### src/rtl/multicycle_ctrl.sv
// Multicycle main control FSM for the simple CPU datapath.
// Each instruction runs through fetch, decode and execute states. The FSM
// drives the ALU control, datapath mux selects and write enables, counts
// retired instructions, and pulses `illegal` when it decodes an unsupported
// instruction.
module multicycle_ctrl #(
    parameter int unsigned CNT_W = 32
) (
    input  logic             clk,
    input  logic             rst,
    input  logic [5:0]       op,
    input  logic [5:0]       funct,
    input  logic             zero,
    output logic [2:0]       ALUctr,
    output logic             alu_src_a,
    output logic [1:0]       alu_src_b,
    output logic             ext_op,
    output logic             pc_wr,
    output logic [1:0]       pc_src,
    output logic             ir_wr,
    output logic             mem_wr,
    output logic             reg_wr,
    output logic             reg_dst,
    output logic             mem_to_reg,
    output logic [3:0]       state,
    output logic             illegal,
    output logic [CNT_W-1:0] instr_cnt
);

    localparam logic [5:0] OpRType = 6'b000000;
    localparam logic [5:0] OpOri   = 6'b001101;
    localparam logic [5:0] OpLw    = 6'b100011;
    localparam logic [5:0] OpSw    = 6'b101011;
    localparam logic [5:0] OpBeq   = 6'b000100;
    localparam logic [5:0] OpJ     = 6'b000010;
    localparam logic [5:0] FnAddu  = 6'b100001;
    localparam logic [5:0] FnSubu  = 6'b100011;

    localparam logic [2:0] AluAdd = 3'b010;
    localparam logic [2:0] AluSub = 3'b110;
    localparam logic [2:0] AluOr  = 3'b001;

    typedef enum logic [3:0] {
        StFetch  = 4'd0,
        StDecode = 4'd1,
        StMemAdr = 4'd2,
        StMemRd  = 4'd3,
        StMemWb  = 4'd4,
        StMemWr  = 4'd5,
        StREx    = 4'd6,
        StRWb    = 4'd7,
        StBranch = 4'd8,
        StJump   = 4'd9,
        StOriEx  = 4'd10,
        StOriWb  = 4'd11
    } state_e;

    state_e           state_q, state_d;
    logic [CNT_W-1:0] cnt_q, cnt_d;
    logic             retire;

    // State register; reset returns to fetch.
    always_ff @(posedge clk) begin
        if (rst) begin
            state_q <= StFetch;
        end else begin
            state_q <= state_d;
        end
    end

    // Retired-instruction counter; bumps on the edge leaving a terminal state.
    always_ff @(posedge clk) begin
        if (rst) begin
            cnt_q <= '0;
        end else begin
            cnt_q <= cnt_d;
        end
    end

    // Counter next-state: wraps naturally modulo 2^CNT_W.
    always_comb begin
        cnt_d = cnt_q;
        if (retire) begin
            cnt_d = cnt_q + CNT_W'(1);
        end
    end

    // Next-state and Moore outputs, plus the few input-dependent exceptions.
    always_comb begin
        state_d    = StFetch;
        ALUctr     = AluAdd;
        alu_src_a  = 1'b0;
        alu_src_b  = 2'b00;
        ext_op     = 1'b0;
        pc_wr      = 1'b0;
        pc_src     = 2'b00;
        ir_wr      = 1'b0;
        mem_wr     = 1'b0;
        reg_wr     = 1'b0;
        reg_dst    = 1'b0;
        mem_to_reg = 1'b0;
        illegal    = 1'b0;
        retire     = 1'b0;

        unique case (state_q)
            StFetch: begin
                ir_wr     = 1'b1;
                pc_wr     = 1'b1;
                alu_src_b = 2'b01;
                state_d   = StDecode;
            end
            StDecode: begin
                // Precompute branch target into ALUOut while decoding.
                alu_src_b = 2'b11;
                ext_op    = 1'b1;
                unique case (op)
                    OpLw, OpSw: state_d = StMemAdr;
                    OpOri:      state_d = StOriEx;
                    OpBeq:      state_d = StBranch;
                    OpJ:        state_d = StJump;
                    OpRType: begin
                        if (funct == FnAddu || funct == FnSubu) begin
                            state_d = StREx;
                        end else begin
                            illegal = 1'b1;
                        end
                    end
                    default: illegal = 1'b1;
                endcase
            end
            StMemAdr: begin
                alu_src_a = 1'b1;
                alu_src_b = 2'b10;
                ext_op    = 1'b1;
                state_d   = (op == OpSw) ? StMemWr : StMemRd;
            end
            StMemRd: begin
                state_d = StMemWb;
            end
            StMemWb: begin
                reg_wr     = 1'b1;
                mem_to_reg = 1'b1;
                retire     = 1'b1;
            end
            StMemWr: begin
                mem_wr = 1'b1;
                retire = 1'b1;
            end
            StREx: begin
                alu_src_a = 1'b1;
                ALUctr    = (funct == FnSubu) ? AluSub : AluAdd;
                state_d   = StRWb;
            end
            StRWb: begin
                reg_wr  = 1'b1;
                reg_dst = 1'b1;
                retire  = 1'b1;
            end
            StOriEx: begin
                alu_src_a = 1'b1;
                alu_src_b = 2'b10;
                ALUctr    = AluOr;
                state_d   = StOriWb;
            end
            StOriWb: begin
                reg_wr = 1'b1;
                retire = 1'b1;
            end
            StBranch: begin
                alu_src_a = 1'b1;
                ALUctr    = AluSub;
                pc_src    = 2'b01;
                pc_wr     = zero;
                retire    = 1'b1;
            end
            StJump: begin
                pc_src = 2'b10;
                pc_wr  = 1'b1;
                retire = 1'b1;
            end
            default: state_d = StFetch;
        endcase

        // Reset masks every architectural side effect, whatever the state.
        if (rst) begin
            pc_wr   = 1'b0;
            ir_wr   = 1'b0;
            mem_wr  = 1'b0;
            reg_wr  = 1'b0;
            illegal = 1'b0;
            retire  = 1'b0;
        end
    end

    assign state     = state_q;
    assign instr_cnt = cnt_q;

endmodule

### config.mk
export PLATFORM = sky130hd
export DESIGN_NAME = multicycle_ctrl
export DESIGN_NICKNAME = d
export VERILOG_FILES = /design/src/rtl/multicycle_ctrl.sv
export SDC_FILE = /design/constraint.sdc
export NUM_CORES = 1
export LEC_CHECK = 0
export CAP_MARGIN = 20
export CORE_MARGIN = 10
export CORE_UTILIZATION = 47
export DETAILED_ROUTE_END_ITERATION = 7
export PLACE_DENSITY = 0.92
export REMOVE_ABC_BUFFERS = 1
export SYNTH_ARGS = -nofsm -noshare
export SYNTH_HDL_FRONTEND = slang
export SYNTH_SLANG_ARGS = --single-unit
### constraint.sdc
create_clock -name clk -period 1.9 [get_ports clk]
set_input_delay 0.285 -clock clk [delete_from_list [all_inputs] [get_ports clk]]
set_output_delay 0.285 -clock clk [all_outputs]
set_load 0.03 [all_outputs]
==> summary.md <==
| Metric | Value |
|---|---|
| Critical-path cell list | `clkdlybuf4s50_1, and4b_2, nand3_4, nor4_1, mux2_1` |
| Antenna cell count | `0` |
| Power density cells | `452 nW/um2` |
| Starting Density | `49.6%` |
| Vias in the first global route | `2489` |
| Mapped cell area | `2200 um2` |
| Failing checks | `setup timing` |
| Total Routed Length | `8.24 mm` |
| Post-DP HPWL | `5.54 mm` |
| Global placement routability congestion | `0.936` |
| CP required | `2.08 ns` |
| CTS tree | `yes` |
| RSZ-0062 raised after global routing | `true` |
| GR Overflow Total | `0` |
| Largest net degree at the start of global routing | `30` |
| Vias | `2643` |
| H-tree depth | `2` |
| Layout area overhead | `54.4%` |
| Slowest CP cell | `clkdlybuf4s50_1` |
| Initial antenna violation count | `0` |
| DRT Pass-1 Iters | `5` |
| Yosys warnings | `0` |
| Clk slew on worst S/H paths | `0.07 ns` |
| Setup WS post-layout | `-0.0473 ns` |
| Clock Skew | `0.00310 ns` |
| Root Driver | `clkbuf_8` |
| GRT met1 Usage | `21.2%` |
| Worst-path maximum fanout | `14` |
| Final period utilization | `102%` |
| I/O pins | `67` |
| Die ar. | `7830 um2` |
| Num CTS Buffers | `5` |
| Nets | `391` |
| Die Y | `88.5 um` |
| Post-route design area | `3400 um2` |
| Setup TNS | `-0.0473 ns` |
| Gr usage total | `19.3%` |
| GR Util met3 | `3.77%` |
| Share of cells above drive strength 1 | `27.9%` |
| Hold WC Path Type | `in2reg` |
| First-pass GRT wire length | `12.2 mm` |
| Initial drt markers | `240` |
| Synth Instances | `273` |
| Status | `finished, violations left` |
| Synth Register Bits | `36` |
| Synth top area share | `32.7%` |
| Met2 Use GR | `35.4%` |
| Wirelength per Cell | `19.2 um` |
| Max frequency | `514 MHz` |
| Mean Syn Cell Area | `8.08 um2` |
| Synth area leader | `dfxtp_1` |
| Area contributors post-synth | `dfxtp_1 (33%), nor4_1 (4.5%), a21oi_1 (4.3%)` |
| FFs w/ async S/R, synth | `0%` |
| Slew Limit Fails | `0` |
| Most common cell after layout, fill and taps aside | `buf_4` |
| Antenna-violating nets left | `0` |
| Top delay family on crit path | `simple AND/OR/NAND/NOR gates` |
| Top_reg_cell synth | `dfxtp_1` |
| Data arrival, critical path | `2.13 ns` |
| Setup crit end kind | `flop` |
| Port Buf Inserts | `66` |
| Crit path launch type | `primary input` |
| Sequential share of the synthesized area | `32.7%` |
| Core footprint | `4440 um2` |
| Clock Sinks | `36` |
| DRC violations left | `0` |
| Post-DP Area | `3120 um2` |
| Die W | `88.5 um` |
| Hold Vio Cnt, Final | `0` |
| CP bufs+invs | `1` |
| Longest Clk Path Bufs | `2` |
| Global routing's busiest layer | `met2` |
| Setup-failing EPs final | `1` |
| Hold_buf cts | `0` |
| Max-cap violations | `0` |
| Relative slew slack | `72.2%` |
| Vias per cell | `6.18` |
| Least-Margin Pin Slew | `0.416 ns` |
| Peak supply drop | `0.519 mV` |
| Most frequent cells in the layout | `buf_4 (56), clkdlybuf4s50_1 (39), dfxtp_1 (33), nor2_1 (21), a21oi_1 (18)` |
| CP Class | `in2reg` |
| Static Leakage | `1.31 nW` |
| Post-synth EDFFs | `0` |
| Max incr delay on CP | `0.47 ns` |
| Worst skew pair latency | `0.29 ns` |
| Crit path time final | `1.95 ns` |
| Row Count | `24` |
| Distinct cells, synth | `52` |
-- registers in the layout, indices dropped and copies added, names as in the netlist --
register	flops
state	4
instr_cnt	32
-- repair_timing --
action / CTS / global route
resized for setup: 22 / 28
setup endpoints to repair: 28 / 21
buffers inserted: 6 / 1
pin swaps: 5 / 8
-- Yosys cell counts (2+ instances only) --
cell,number
nand4_2,2
or2_2,4
o31ai_1,6
buf_2,4
nor3b_1,2
or3_1,9
mux2_2,7
buf_6,2
o41ai_1,3
o21ai_0,11
nor3_1,6
nand2_1,18
nor4_1,16
nand3_1,11
clkbuf_1,9
or4_1,5
a21oi_1,19
xnor2_1,4
dfxtp_1,36
a31oi_1,2
and2_1,6
and4_1,3
nand2b_1,4
mux2_1,4
buf_1,3
nor2_1,21
and3_1,3
o311ai_0,3
inv_1,7
nor2b_1,10
o211ai_1,3
nand4_1,10
-- cell type report --
cell class                 count  area (um2)
multi-input combinational    211        1480
fill                         278        1040
timing repair buffer         114        1010
sequential                    36         729
clock buffer                   8        90.1
tap                           52        65.1
inverter                       7        26.3
-- where the power goes --
part	switching [mW]	internal (mW)	leakage, nW
logic	0.114	0.0964	0.975
registers	0.00409	0.754	0.292
clock network	0.273	0.296	0.0455
-- worst paths after layout --
check / from / to / slack, ns / cells past startpoint
max: rst / instr_cnt[25]$_SDFFE_PP0P_ / -0.05 / 5
min: op[4] / state[0]$_SDFF_PP0_ / 0.47 / 5
max reg2reg: instr_cnt[19]$_SDFFE_PP0P_ / instr_cnt[25]$_SDFFE_PP0P_ / 0 / 4
min reg2reg: instr_cnt[17]$_SDFFE_PP0P_ / instr_cnt[17]$_SDFFE_PP0P_ / 0.50 / 1
-- layer usage --
metal / vias up / share of wire [%] / routed length (um)
met2: 142 / 51 / 4160
met1: 1249 / 39 / 3180
met3: 35 / 6.6 / 546
met5: - / 0 / 0
met4: 0 / 4.2 / 349
li1: 1217 / - / -
-- cells by family (layout without fill, tap and decap cells) --
| family | count (synthesis) | count (layout) | synth area share (%) |
|---|---|---|---|
| multiplexers | 12 | 12 | 6.07 |
| adder cells (fa/ha/maj) | 1 | 1 | 0.567 |
| XOR/XNOR | 6 | 6 | 3.24 |
| flip-flops | 36 | 36 | 32.7 |
| AO/OA/AOI/OAI | 54 | 54 | 15.6 |
| AND/OR/NAND/NOR | 138 | 138 | 36.3 |
| buffers and inverters | 26 | 129 | 5.51 |
-- metrics by stage --
| step | total power [mW] | worst slack (ns) | cells | util, % | hold WS (ns) |
|---|---|---|---|---|---|
| finish | 1.54 | -0.0473 | 428 | 76.6 | 0.473 |
| CTS | 1.52 | -0.00303 | 427 | 73.7 | 0.496 |
| global route | 1.58 | -0.0503 | 428 | 76.6 | 0.527 |
| global placement | 0.955 | -0.231 | 413 | 70.3 | 0.481 |
| floorplan | 0.845 | -0.890 | 254 | - | 0.354 |
| detailed placement | 0.961 | -0.279 | 413 | 70.3 | 0.487 |
-- worst reg2reg max path: stages, from the launching register on --
cell and delay [ns]:
dfxtp_1 0.40, and3_1 0.27, nand3_1 0.33, nor4_1 0.43, mux2_1 0.36
(Power assumes the default switching activity.)
==> RTL change: new RTL, same settings <==
Register the inputs `op`, `funct` and `zero` before use, with the module's reset. The logic sees them one clock later.
--- a/src/rtl/multicycle_ctrl.sv
+++ b/src/rtl/multicycle_ctrl.sv
@@ -57,2 +57,18 @@
 
+    logic [5:0] op_q;
+    logic [5:0] funct_q;
+    logic zero_q;
+
+    always_ff @(posedge clk) begin
+        if (rst) begin
+            op_q    <= '0;
+            funct_q <= '0;
+            zero_q  <= '0;
+        end else begin
+            op_q    <= op;
+            funct_q <= funct;
+            zero_q  <= zero;
+        end
+    end
+
     state_e           state_q, state_d;
@@ -115,3 +131,3 @@
                 ext_op    = 1'b1;
-                unique case (op)
+                unique case (op_q)
                     OpLw, OpSw: state_d = StMemAdr;
@@ -121,3 +137,3 @@
                     OpRType: begin
-                        if (funct == FnAddu || funct == FnSubu) begin
+                        if (funct_q == FnAddu || funct_q == FnSubu) begin
                             state_d = StREx;
@@ -134,3 +150,3 @@
                 ext_op    = 1'b1;
-                state_d   = (op == OpSw) ? StMemWr : StMemRd;
+                state_d   = (op_q == OpSw) ? StMemWr : StMemRd;
             end
@@ -150,3 +166,3 @@
                 alu_src_a = 1'b1;
-                ALUctr    = (funct == FnSubu) ? AluSub : AluAdd;
+                ALUctr    = (funct_q == FnSubu) ? AluSub : AluAdd;
                 state_d   = StRWb;
@@ -172,3 +188,3 @@
                 pc_src    = 2'b01;
-                pc_wr     = zero;
+                pc_wr     = zero_q;
                 retire    = 1'b1;
Function: changed (Yosys sat finds a counterexample within 4 cycles, from zero or initial values and one cycle with rst high).
==> RTL change against the unedited design <==
  * Via count rose by 1.4%
  * Combinational power fell by 5%
  * Register-to-register slack improved by 30 ps
  * Total power rose by 32%
  * Clock power rose by 36%
  * Worst setup slack improved by 54 ps
  * Worst hold slack got worse by 170 ps
  * Sequential cell count rose by 13
  * Count of clock-buffer cells in the layout fell by 1
  * Cell area rose by 5.3%
  * Area after synthesis rose by 8.7%
  * Routed wire length fell by 0.89%
  * Largest power group unchanged
==> RTL change: results <==
{
  "cp_slowest_cell": "dfxtp_4",
  "cts_buffers": 5,
  "r2r-start": "instr_cnt[8]$_SDFFE_PP0P_",
  "r2r_setup_slack_ps": 30,
  "worstRegToRegCells": 5,
  "synth_area_leaders": "dfxtp_1 (41%), nor2_1 (6.1%), xnor2_1 (5.5%)",
  "hpwl_um": 5190,
  "ir_worst_vdd_mv": 0.481,
  "drive_gt1_share_pct": 23.1,
  "grt_max_degree": 36,
  "worstMarginPinSlew_ps": 508,
  "yosys_warnings": 0,
  "nets": 400,
  "largest_reg_flops": 32,
  "grt_pass1_wl_um": 12000,
  "synth-async-reset-ratio_pct": 0,
  "ys_seq_area_share_pct": 40.9,
  "insertion_delay_ps": 300,
  "critical_path.endpoint": "illegal",
  "gp_congestion": 0.878,
  "grt_pass1_vias": 2521,
  "synth_cell_types": 44,
  "drtIter0Drc": 313,
  "clock_skew_ps": 10.8,
  "synth.cells.most_frequent": "dfxtp_1 (49), nor2_1 (39), nand2_1 (18)",
  "ys.flop_type": "dfxtp_1",
  "port-buffer-count": 66,
  "path_clk_slew_ps": 90,
  "leakage_nw": 1.36,
  "period_share_pct": 99.6,
  "hp-class": "in -> reg",
  "diodes": 0,
  "dr.pass1.iters": 5,
  "nFillCells": 323,
  "status": "complete, no violations",
  "critPathTopFamily": "simple AND/OR/NAND/NOR gates",
  "timing.rr.end": "instr_cnt[29]$_SDFFE_PP0P_",
  "clockBufferDepth": 2,
  "cp_max_fo": 6,
  "setup_viol": 0,
  "dp_slack_ps": 84.3,
  "worstPathArrival_ps": 1610,
  "crit_start": "state[3]$_SDFF_PP0_",
  "avgViaCountPerCell": 5.93,
  "htreeDepth": 2,
  "cts_root_buffer": "clkbuf_8",
  "cp_slowest_stage_delay_ps": 370,
  "wire_per_inst_um": 18.1,
  "antenna_found_initial": 0,
  "grt_usage_pct": 16.9
}
## RTL change: per-layer routing
layer	up-vias	share of wire (%)	track usage [%]	wire length, µm
li1	1198	-	-	-
met1	1290	38	18.1	3090
met2	155	51	30.0	4170
met3	36	7.6	4.86	619
met4	0	3.5	7.44	287
met5	-	0	0	0
## RTL change: final cells by class
type                       instances  share of cell area [%]
tap                               67                    2.34
multi-input combinational        215                    39.9
inverter                           8                   0.838
sequential                        49                    28.0
clock inverter                     1                   0.838
clock buffer                       7                    2.41
timing repair buffer             105                    25.7
## RTL change: timing repair
item	CTS	global route
endpoints found under the setup margin	14	8
hold buffers	0	0
resized for setup	20	18
buffers inserted	1	7
pin swaps	2	11
## RTL change: report_power, final
group,internal [mW],leakage (nW),total [mW],switching (mW)
combinational,0.0980,0.895,0.199,0.101
clock,0.429,0.0585,0.771,0.342
sequential,1.04,0.403,1.06,0.0193
## RTL change: stage by stage
step | instances | utilization, % | cell area [µm²] | hold slack, ps
after floorplan | 272 | - | 2340 | 354
after global placement | 436 | 68.4 | 3290 | 460
after detailed placement | 436 | 68.4 | 3290 | 457
after CTS | 445 | 71.6 | 3450 | 301
after global routing | 452 | 74.4 | 3580 | 316
final | 452 | 74.4 | 3580 | 306
## RTL change: kinds of logic (layout without fill, tap and decap cells)
logic type | Yosys count | in the layout | synth area share [%]
compound gates | 33 | 33 | 8.04
xor+xnor | 26 | 26 | 9.82
fa+ha+maj | 1 | 1 | 0.522
buf+inv | 20 | 121 | 3.45
flops | 49 | 49 | 40.9
mux | 1 | 1 | 0.470
simple gates | 154 | 154 | 36.8
## RTL change: worst min-delay path by stage
stage | from | to | slack, ps | cells after the start
detailed placement | instr_cnt[31]$_SDFFE_PP0P_ | instr_cnt[31]$_SDFFE_PP0P_ | 460 | 1
floorplan | rst | instr_cnt[26]$_SDFFE_PP0P_ | 350 | 1
CTS | rst | instr_cnt[4]$_SDFFE_PP0P_ | 300 | 2
finish | rst | instr_cnt[4]$_SDFFE_PP0P_ | 310 | 2
global route | rst | instr_cnt[4]$_SDFFE_PP0P_ | 320 | 2
global placement | instr_cnt[31]$_SDFFE_PP0P_ | instr_cnt[31]$_SDFFE_PP0P_ | 460 | 1
